File: src/rtl/upc_tag_serializer.sv
// Bit-serial transmitter for one {U,P,C,M} item tag: start, four data bits, parity, stop,
// each bit held BIT_CYCLES clocks; tags are taken on a valid/ready handshake.
module upc_tag_serializer #(
    parameter int unsigned BIT_CYCLES = 4,
    parameter bit          PARITY_ODD = 1'b0
) (
    input  logic clk,
    input  logic reset,
    input  logic U,
    input  logic P,
    input  logic C,
    input  logic M,
    input  logic valid,
    output logic ready,
    output logic tx,
    output logic busy,
    output logic done
);

    typedef enum logic [2:0] {IDLE, START, DATA, PARITY, STOP} state_t;

    localparam logic [7:0] LAST_CYC = 8'(BIT_CYCLES - 1);

    state_t     state_q, state_d;
    logic [7:0] cyc_q, cyc_d;
    logic [1:0] bit_q, bit_d;
    logic [3:0] tag_q, tag_d;
    logic       tx_q, tx_d;
    logic       ready_q, ready_d;
    logic       busy_q, busy_d;
    logic       done_q, done_d;
    logic       last_cyc;
    logic       take;
    logic       parity;

    assign last_cyc = (cyc_q == LAST_CYC);
    assign parity   = (^tag_q) ^ PARITY_ODD;

    // A waiting tag is chained straight off the final stop cycle so frames run back-to-back.
    assign take = valid && ((state_q == IDLE) || ((state_q == STOP) && last_cyc));

    always_comb begin
        state_d = state_q;
        cyc_d   = cyc_q;
        bit_d   = bit_q;
        tag_d   = tag_q;
        tx_d    = tx_q;
        ready_d = ready_q;
        busy_d  = busy_q;
        done_d  = 1'b0;

        if (state_q != IDLE) begin
            cyc_d = last_cyc ? 8'd0 : cyc_q + 8'd1;
        end

        case (state_q)
            START: begin
                if (last_cyc) begin
                    state_d = DATA;
                    bit_d   = 2'd0;
                    tx_d    = tag_q[3];
                end
            end
            DATA: begin
                if (last_cyc) begin
                    if (bit_q == 2'd3) begin
                        state_d = PARITY;
                        tx_d    = parity;
                    end else begin
                        bit_d = bit_q + 2'd1;
                        tx_d  = tag_q[2'd2 - bit_q];
                    end
                end
            end
            PARITY: begin
                if (last_cyc) begin
                    state_d = STOP;
                    tx_d    = 1'b1;
                end
            end
            STOP: begin
                if (last_cyc) begin
                    state_d = IDLE;
                    ready_d = 1'b1;
                    busy_d  = 1'b0;
                    tx_d    = 1'b1;
                    done_d  = 1'b1;
                end
            end
            default: begin
                cyc_d = 8'd0;
            end
        endcase

        if (take) begin
            state_d = START;
            tag_d   = {U, P, C, M};
            cyc_d   = 8'd0;
            bit_d   = 2'd0;
            tx_d    = 1'b0;
            ready_d = 1'b0;
            busy_d  = 1'b1;
        end
    end

    always_ff @(posedge clk or negedge reset) begin
        if (!reset) begin
            state_q <= IDLE;
            cyc_q   <= 8'd0;
            bit_q   <= 2'd0;
            tag_q   <= 4'd0;
            tx_q    <= 1'b1;
            ready_q <= 1'b1;
            busy_q  <= 1'b0;
            done_q  <= 1'b0;
        end else begin
            state_q <= state_d;
            cyc_q   <= cyc_d;
            bit_q   <= bit_d;
            tag_q   <= tag_d;
            tx_q    <= tx_d;
            ready_q <= ready_d;
            busy_q  <= busy_d;
            done_q  <= done_d;
        end
    end

    assign ready = ready_q;
    assign tx    = tx_q;
    assign busy  = busy_q;
    assign done  = done_q;

endmodule

File: config.mk
export PLATFORM = sky130hd
export DESIGN_NAME = upc_tag_serializer
export DESIGN_NICKNAME = d
export VERILOG_FILES = /design/src/rtl/upc_tag_serializer.sv
export SDC_FILE = /design/constraint.sdc
export NUM_CORES = 1
export LEC_CHECK = 0
export ABC_AREA = 1
export CORE_MARGIN = 1
export CORE_UTILIZATION = 25
export DETAILED_ROUTE_END_ITERATION = 8
export PLACE_DENSITY = 0.48
export SETUP_SLACK_MARGIN = 0.1
export SLEW_MARGIN = 25
export SYNTH_ARGS = -nofsm -noshare
export SYNTH_HDL_FRONTEND = slang
export SYNTH_SLANG_ARGS = --single-unit
File: constraint.sdc
create_clock -name clk -period 1.8 [get_ports clk]
set_input_delay 0.18 -clock clk [delete_from_list [all_inputs] [get_ports clk]]
set_output_delay 0.18 -clock clk [all_outputs]
set_load 0.01 [all_outputs]
==> results of run 1 <==
==> through the flow <==
step           hold slack [ps]  std cells  utilization, %  total power, W  setup WS [ps]
6_report                   256        252            31.0         0.00151            291
4_1_cts                    274        252            31.0         0.00153            276
3_5_place_dp               454        248            30.0         0.00121            344
5_1_grt                    279        252            31.0         0.00164            202
3_3_place_gp               444        248            30.0         0.00122            386
2_1_floorplan             -116        171               -         0.00111            445
==> placed cells by master (no fill, tap or decap), drive strengths merged <==
cell,instances
a21oi,5
buf,1
clkbuf,4
clkdlybuf4s50,10
clkinv,2
dfrtp,19
dfstp,2
ha,2
inv,27
nand2,62
nand3,14
nand3b,1
nand4,1
nor2,23
nor3,1
o21ai,6
xor2,5
==> layer usage <==
layer / vias to the layer above / wire length (µm) / track usage, %
met5: - / 0 / 0
met3: 2 / 68 / 2.88
met2: 11 / 996 / 15.2
met4: 0 / 19 / 3.21
met1: 444 / 1190 / 13.0
li1: 548 / - / -
==> flip-flops by register name, summed over array words and instances (netlist names) <==
signal / count
cyc_q: 8
tag_q: 4
state_q: 3
bit_q: 2
busy: 1
done: 1
ready: 1
tx: 1
==> power by group through the flow <==
| stage | clock network, W | registers, W | logic [W] |
|---|---|---|---|
| after floorplan | 0 | 0.000606 | 0.000505 |
| after global placement | 0 | 0.000620 | 0.000598 |
| after detailed placement | 0 | 0.000618 | 0.000596 |
| after CTS | 0.000327 | 0.000609 | 0.000597 |
| after global routing | 0.000342 | 0.000620 | 0.000682 |
| final | 0.000312 | 0.000610 | 0.000583 |
==> layout make-up <==
cell class	instances	area, µm²	area share [%]
multi-input combinational	120	628	41.8
sequential	21	528	35.2
inverter	29	109	7.25
timing repair buffer	11	108	7.17
tap	67	83.8	5.58
clock buffer	4	45.0	3.00
==> logic make-up (layout without fill, tap and decap cells) <==
family          count (synthesis)  count (layout)  synth area share, %
compound gates                 11              11                 5.74
simple gates                  102             102                 37.8
fa+ha+maj                       2               2                 1.95
flops                          21              21                 41.1
buf+inv                        30              44                 10.0
xor+xnor                        5               5                 3.41
==> worst paths after layout <==
path | from | end
worst max-delay path | ready | ready
worst min-delay path | reset | tag_q[2]
worst max register to register | cyc_q[0] | bit_q[1]
worst min register to register | cyc_q[0] | cyc_q[0]
max in group asynchronous | reset | ready
min in group clk | cyc_q[0] | cyc_q[0]
==> Yosys cell counts <==
| cell | instances |
|---|---|
| nand2_4 | 4 |
| nor2_1 | 18 |
| dfstp_2 | 2 |
| inv_2 | 9 |
| ha_1 | 2 |
| nand3_2 | 3 |
| buf_12 | 1 |
| clkinv_1 | 2 |
| inv_1 | 18 |
| a21oi_1 | 1 |
| xor2_1 | 5 |
| nor2_2 | 5 |
| a21oi_2 | 4 |
| o21ai_2 | 1 |
| nand2_1 | 50 |
| dfrtp_1 | 19 |
| nand2_2 | 8 |
| nand3b_1 | 1 |
| nor3_1 | 1 |
| nand4_1 | 1 |
| o21ai_0 | 2 |
| nand3_1 | 11 |
| o21ai_1 | 3 |
==> flow_metrics.py, run 1 <==
metrics = {
    "status": {
        "outcome": "finished clean",
    },
    "yosys": {
        "syn_area_um2": 1280,
        "yosys-top-cells-area": "dfrtp_1 37%, nand2_1 15%, inv_1 5.3%, nor2_1 5.3%, nand3_1 4.3%",
        "synth_cell_type_count": 23,
        "synth_seq_cells": 21,
        "ys_seq_area_share_pct": 41.1,
        "avgSynthCellArea_um2": 7.51,
        "yosys.area.top_type_share_pct": 37.0,
        "yosys.area.top_type": "dfrtp_1",
        "synth_nets": 180,
        "yosysWarnings": 0,
        "synthCells": 171,
    },
    "power_and_ir_drop": {
        "ir_drop_uv": 307,
        "p_clk_share_pct": 20.7,
        "p_switching_w": 0.000599,
        "combPwrFrac_pct": 38.8,
        "switching_share_pct": 39.8,
        "power_density_nw_per_um2": 1000,
        "seqPwrFrac_pct": 40.5,
        "p_leak_nw": 0.733,
        "intPower_w": 0.000906,
    },
    "clocking": {
        "postCtsSetupBuffers": 0,
        "cts_buffers": 3,
        "insertion_delay_ps": 260,
        "cts_tree": "built",
        "cts_resized": 0,
        "cts_hold_buffers": 0,
        "clockBufferDepth": 2,
        "ctsHtreeMaxLevel": 1,
        "cts_sinks": 21,
        "cts-root-buf": "clkbuf_8",
        "cts.clk_slew.worst_paths_ps": 80,
    },
    "route": {
        "wl_per_cell_um": 9.03,
        "postRouteAntennaNets": 0,
        "wirelength_mm": 2.28,
        "via_per_inst": 3.99,
        "drc": 0,
        "vias": 1005,
        "dr.pass1.iters": 4,
        "drt_iter0_drc": 28,
    },
    "critical_path": {
        "reg2reg_depth": 9,
        "worstPathMaxFanout": 2,
        "path_cells": "clkdlybuf4s50_1",
        "cp-start-kind": "register",
        "critical_path.max_stage_delay_ps": 550,
        "cp.required_ps": 1620,
        "worstPathArrival_ps": 1330,
        "cpLargestDelayFamily": "flip-flops",
        "rrSetupSlack_ps": 350,
        "critical-path-slowest-cell": "dfstp_2",
        "cp-end-kind": "output pin",
        "crit_type": "reg -> out",
        "path_depth": 1,
        "cp_num_buf_inv": 1,
    },
    "grt": {
        "grt_util_all_layers_pct": 9.80,
        "grt_pass1_wl_mm": 4.06,
        "grt_overflow": 0,
        "grt_antenna_before_repair": 0,
        "grt_max_degree": 22,
        "grt_pass1_vias": 899,
    },
    "floorplanning": {
        "rows": 25,
        "initial_core_util_pct": 26.5,
        "top_level_ports": 11,
        "die_area_um2": 5430,
        "dieHeight_um": 73.7,
        "placeableCoreArea_um2": 4850,
        "die_w_um": 73.7,
    },
    "run": {
        "maxCapViolations": 0,
    },
    "cells_and_area": {
        "finalInstanceArea_um2": 1500,
        "n_antenna_cell": 0,
        "n_fill_cell": 528,
        "nNetsFinal": 195,
        "drive_gt1_share_pct": 21.6,
        "area_delta_synth_final_pct": 16.8,
    },
    "sta": {
        "tightestPinTransition_ps": 274,
        "max_freq_mhz": 663,
        "relSlewSlack_pct": 81.7,
        "final.period_utilization_pct": 83.9,
        "fin_skew_ps": 7.22,
        "period_minus_slack_ps": 1510,
        "finalHoldViolations": 0,
        "setup_viol": 0,
        "tns_ps": 0,
        "final_max_slew_viol_count": 0,
        "rsz0062_at_grt": "no",
    },
    "place": {
        "io_buffers": 10,
        "hpwl_mm": 1.76,
        "gp_congestion": 0.762,
        "place_area_um2": 1460,
    },
    "worst_hold_path": {
        "min_path_type": "in -> async",
    },
}
No activity file was read; power rests on OpenSTA's default activity.
==> inputs of run 2 (changes only) <==
Clock period 1.8 ns to 1.4 ns, I/O delays scaled along.
==> flow_metrics.py, run 2 (synthesis gave the netlist of run 1 again) <==
metrics = {
    "critical_path": {
        "r2r_start": "cyc_q[1]",
        "cp-end-kind": "register",
        "worstSetupStartpoint": "cyc_q[1]",
        "crit_type": "reg -> reg",
        "cp.required_ps": 1550,
        "worstPathArrival_ps": 1450,
        "worstPathMaxFanout": 8,
        "cp-start-kind": "register",
    },
    "cells_and_area": {
        "stdcell_count": 261,
        "n_antenna_cell": 0,
        "nNetsFinal": 204,
        "regMostFlops": "cyc_q",
        "final_common_cell": "nand2_1",
        "mostFrequentLayoutCells": "46 x nand2_1, 17 x inv_1, 17 x dfrtp_1",
        "largest_reg_flops": 8,
        "largest_registers": "cyc_q x8, tag_q x4, state_q x3",
        "drive_gt1_share_pct": 34.5,
        "finalInstanceArea_um2": 1720,
        "area_delta_synth_final_pct": 33.8,
    },
    "sta": {
        "period_minus_slack_ps": 1300,
        "relSlewSlack_pct": 81.9,
        "rsz0062_at_grt": "yes",
        "final.period_utilization_pct": 92.6,
        "tightestPinTransition_ps": 272,
        "final_max_slew_viol_count": 0,
        "max_freq_mhz": 772,
        "setup_viol": 0,
        "fin_skew_ps": 2.44,
        "finalHoldViolations": 0,
        "tns_ps": 0,
    },
    "power_and_ir_drop": {
        "combPwrFrac_pct": 45.0,
        "power_density_nw_per_um2": 1260,
        "p_switching_w": 0.000902,
        "ir_drop_uv": 387,
        "p_leak_nw": 0.799,
        "p_clk_share_pct": 18.8,
        "seqPwrFrac_pct": 36.2,
        "intPower_w": 0.00127,
        "switching_share_pct": 41.6,
    },
    "route": {
        "vias": 1065,
        "wirelength_mm": 2.59,
        "dr.pass1.iters": 4,
        "postRouteAntennaNets": 0,
        "via_per_inst": 4.08,
        "drc": 0,
        "wl_per_cell_um": 9.92,
        "drt_iter0_drc": 61,
    },
    "grt": {
        "grt_pass1_wl_mm": 4.40,
        "grt_util_all_layers_pct": 10.4,
        "grt_pass1_vias": 972,
        "grt_max_degree": 22,
        "grt_overflow": 0,
        "grt_antenna_before_repair": 0,
    },
    "clocking": {
        "ctsHtreeMaxLevel": 1,
        "cts_sinks": 21,
        "cts_tree": "built",
        "clockBufferDepth": 2,
        "cts_buffers": 3,
        "cts.clk_slew.worst_paths_ps": 80,
        "cts_hold_buffers": 0,
        "insertion_delay_ps": 260,
        "cts-root-buf": "clkbuf_8",
    },
    "floorplanning": {
        "placeableCoreArea_um2": 4850,
        "rows": 25,
        "initial_core_util_pct": 26.5,
        "die_area_um2": 5430,
        "dieHeight_um": 73.7,
        "top_level_ports": 11,
        "die_w_um": 73.7,
    },
    "place": {
        "dpl.cell_count": 249,
        "hpwl_mm": 1.78,
        "place_area_um2": 1470,
        "gp_congestion": 0.754,
        "io_buffers": 10,
    },
    "status": {
        "outcome": "finished clean",
    },
    "run": {
        "maxCapViolations": 0,
    },
    "worst_hold_path": {
        "min_path_type": "in -> async",
    },
}
run 2: changes by cell type in the layout (fill, tap and decap cells not counted), moves of 4 or more:
cell     delta
nor2_4      +4
nor2_1      -5
buf_4       +8
nand2_1     -4
run 2: final timing paths:
path | to | depth (start not counted) | slack (ps)
max | tag_q[3] | 8 | 100
min in group clk | tag_q[0] | 3 | 470
min | cyc_q[5] | 2 | 220
min reg2reg | ready | 2 | 520
max reg2reg | tag_q[3] | 8 | 100
max in group asynchronous | ready | 2 | 910
run 2: layer usage:
metal  track usage, %  part of all wire (%)
met4             4.49                   1.7
met3             1.10                   1.5
met5                0                     0
met1             13.8                    50
met2             17.2                    46
run 2: layout make-up:
type	instances	area [µm²]
Clock buffer	4	45.0
Fill cell	513	3130
Inverter	29	109
Multi-Input combinational cell	121	783
Sequential cell	21	531
Tap cell	67	83.8
Timing Repair Buffer	19	168
run 2: power groups by stage:
| stage | clock network (W) | registers [W] | logic, W |
|---|---|---|---|
| after floorplan | 0 | 0.000779 | 0.000653 |
| after global placement | 0 | 0.000796 | 0.000773 |
| after detailed placement | 0 | 0.000794 | 0.000781 |
| after CTS | 0.000422 | 0.000782 | 0.000880 |
| after global routing | 0.000445 | 0.000797 | 0.00109 |
| final | 0.000407 | 0.000785 | 0.000975 |
run 2: per-stage QoR:
step | setup slack, ps | utilization (%) | power [W] | hold slack [ps]
2_1_floorplan | 104 | - | 0.00143 | -156
3_3_place_gp | 23.3 | 30.3 | 0.00157 | 447
3_5_place_dp | 5.40 | 30.3 | 0.00158 | 453
4_1_cts | 81.5 | 32.7 | 0.00208 | 230
5_1_grt | 35.7 | 35.5 | 0.00233 | 243
6_report | 104 | 35.5 | 0.00217 | 216
run 2: critical path, cell delays in order (launching register included):
cell	delay, ps
dfrtp_1	410
ha_4	180
nand2_4	50
nor2_4	90
nand2_4	90
nand2_8	110
nand2_8	90
nor2_2	110
a21oi_2	30
run 2: timing repair:
item / 4_1_cts / 5_1_grt
gates cloned: 1 / 0
pin swaps: 2 / 6
setup buffers: 3 / 4
endpoints found under the setup margin: 11 / 17
resized for setup: 11 / 22
==> inputs of run 3 (changes only) <==
Settings changed: REMOVE_ABC_BUFFERS from default to 1.
==> flow_metrics.py, run 3 (synthesis gave the netlist of run 1 again) <==
metrics = {
    "status": {
        "outcome": "finished clean",
    },
    "critical_path": {
        "cp-end-kind": "register",
        "cp.required_ps": 1560,
        "worstSetupStartpoint": "cyc_q[4]",
        "worstPathMaxFanout": 8,
        "reg2reg_depth": 8,
        "r2r_start": "cyc_q[4]",
        "crit_path_end": "bit_q[0]",
        "rrSetupSlack_ps": 110,
        "crit_type": "reg -> reg",
        "cp-start-kind": "register",
        "rr_endpoint": "bit_q[0]",
        "worstPathArrival_ps": 1440,
    },
    "grt": {
        "grt_overflow": 0,
        "grt_util_all_layers_pct": 10.8,
        "grt_antenna_before_repair": 0,
        "grt_pass1_wl_mm": 4.51,
        "grt_max_degree": 22,
        "grt_pass1_vias": 1033,
    },
    "floorplanning": {
        "placeableCoreArea_um2": 4850,
        "die_w_um": 73.7,
        "dieHeight_um": 73.7,
        "initial_core_util_pct": 26.5,
        "rows": 25,
        "die_area_um2": 5430,
        "top_level_ports": 11,
    },
    "clocking": {
        "insertion_delay_ps": 270,
        "cts.clk_slew.worst_paths_ps": 80,
        "cts-root-buf": "clkbuf_8",
        "cts_buffers": 3,
        "cts_hold_buffers": 0,
        "cts_sinks": 21,
        "cts_tree": "built",
        "ctsHtreeMaxLevel": 1,
        "clockBufferDepth": 2,
    },
    "power_and_ir_drop": {
        "p_leak_nw": 0.812,
        "power_density_nw_per_um2": 1240,
        "ir_drop_uv": 376,
    },
    "cells_and_area": {
        "nNetsFinal": 205,
        "mostFrequentLayoutCells": "44 x nand2_1, 17 x inv_1, 16 x dfrtp_1",
        "area_delta_synth_final_pct": 35.2,
        "multiInputGateArea_um2": 787,
        "finalInstanceArea_um2": 1740,
        "drive_gt1_share_pct": 36.4,
        "regArea_um2": 532,
        "largest_reg_flops": 8,
        "largest_registers": "cyc_q x8, tag_q x4, state_q x3",
        "n_fill_cell": 511,
        "n_antenna_cell": 0,
        "regMostFlops": "cyc_q",
        "final_common_cell": "nand2_1",
    },
    "sta": {
        "fin_skew_ps": 1.79,
        "relSlewSlack_pct": 82.0,
        "final_max_slew_viol_count": 0,
        "rsz0062_at_grt": "yes",
        "max_freq_mhz": 776,
        "tns_ps": 0,
        "finalHoldViolations": 0,
        "tightestPinTransition_ps": 271,
        "period_minus_slack_ps": 1290,
        "timing.final.ws_setup_ps": 112,
        "setup_viol": 0,
        "final.period_utilization_pct": 92.0,
        "hold_slack_ps": 207,
    },
    "route": {
        "via_per_inst": 4.07,
        "wl_per_cell_um": 10.4,
        "vias": 1067,
        "drt_iter0_drc": 49,
        "wirelength_mm": 2.73,
        "drc": 0,
        "postRouteAntennaNets": 0,
        "dr.pass1.iters": 4,
    },
    "run": {
        "maxCapViolations": 0,
    },
    "place": {
        "pre_cts_slack_ps": -20.3,
        "gp_congestion": 0.763,
        "hpwl_mm": 1.91,
        "place_area_um2": 1470,
        "io_buffers": 10,
    },
    "worst_hold_path": {
        "min_path_type": "in -> async",
    },
}
-- run 3: cell types whose count changed in the layout (fill, tap and decap cells not counted), sizes merged --
cell  previous run  this run
buf              9        10
-- run 3: worst max-delay path, stage by stage, from the launching register on --
cell	delay, ps
dfrtp_1	430
inv_2	90
nand2_1	60
nor2_2	120
nand2_4	100
nand2_4	110
nand2_8	100
nand2_4	100
o21ai_1	60
-- run 3: layout make-up --
cell class / instances / share of cell area [%]
sequential: 21 / 30.6
inverter: 29 / 6.56
clock buffer: 4 / 2.59
multi-input combinational: 121 / 45.3
timing repair buffer: 20 / 10.1
tap: 67 / 4.83
-- run 3: routing by layer --
layer  part of all wire, %  GRT usage [%]
met1                    50           14.6
met2                    46           16.6
met3                   2.6           2.88
met4                   1.2           3.63
met5                     0              0
-- run 3: metrics by stage --
stage | power (W) | instances | util [%]
floorplan | 0.00139 | 170 | -
detailed placement | 0.00159 | 250 | 30.3
CTS | 0.00208 | 257 | 32.7
global route | 0.00234 | 262 | 35.8
finish | 0.00216 | 262 | 35.8
global placement | 0.00158 | 250 | 30.3
-- run 3: how the worst min path moves through the flow --
stage	start	to	depth (start not counted)
2_1_floorplan	reset	bit_q[0]	0
3_3_place_gp	reset	cyc_q[5]	2
3_5_place_dp	busy	busy	2
4_1_cts	reset	cyc_q[5]	2
5_1_grt	reset	cyc_q[5]	2
6_report	reset	cyc_q[5]	2
-- run 3: repair_timing --
| item | in CTS | in global routing |
|---|---|---|
| buffers inserted | 2 | 5 |
| resized for setup | 13 | 28 |
| gates cloned | 1 | 0 |
| setup endpoints to repair | 13 | 18 |
| pin swaps | 1 | 12 |
-- run 3: report_power, final --
group	switching (W)	leakage [nW]	total [W]	internal (W)
logic	0.000611	0.527	0.000948	0.000337
clock network	0.000210	0.0228	0.000413	0.000203
registers	0.0000910	0.262	0.000795	0.000704
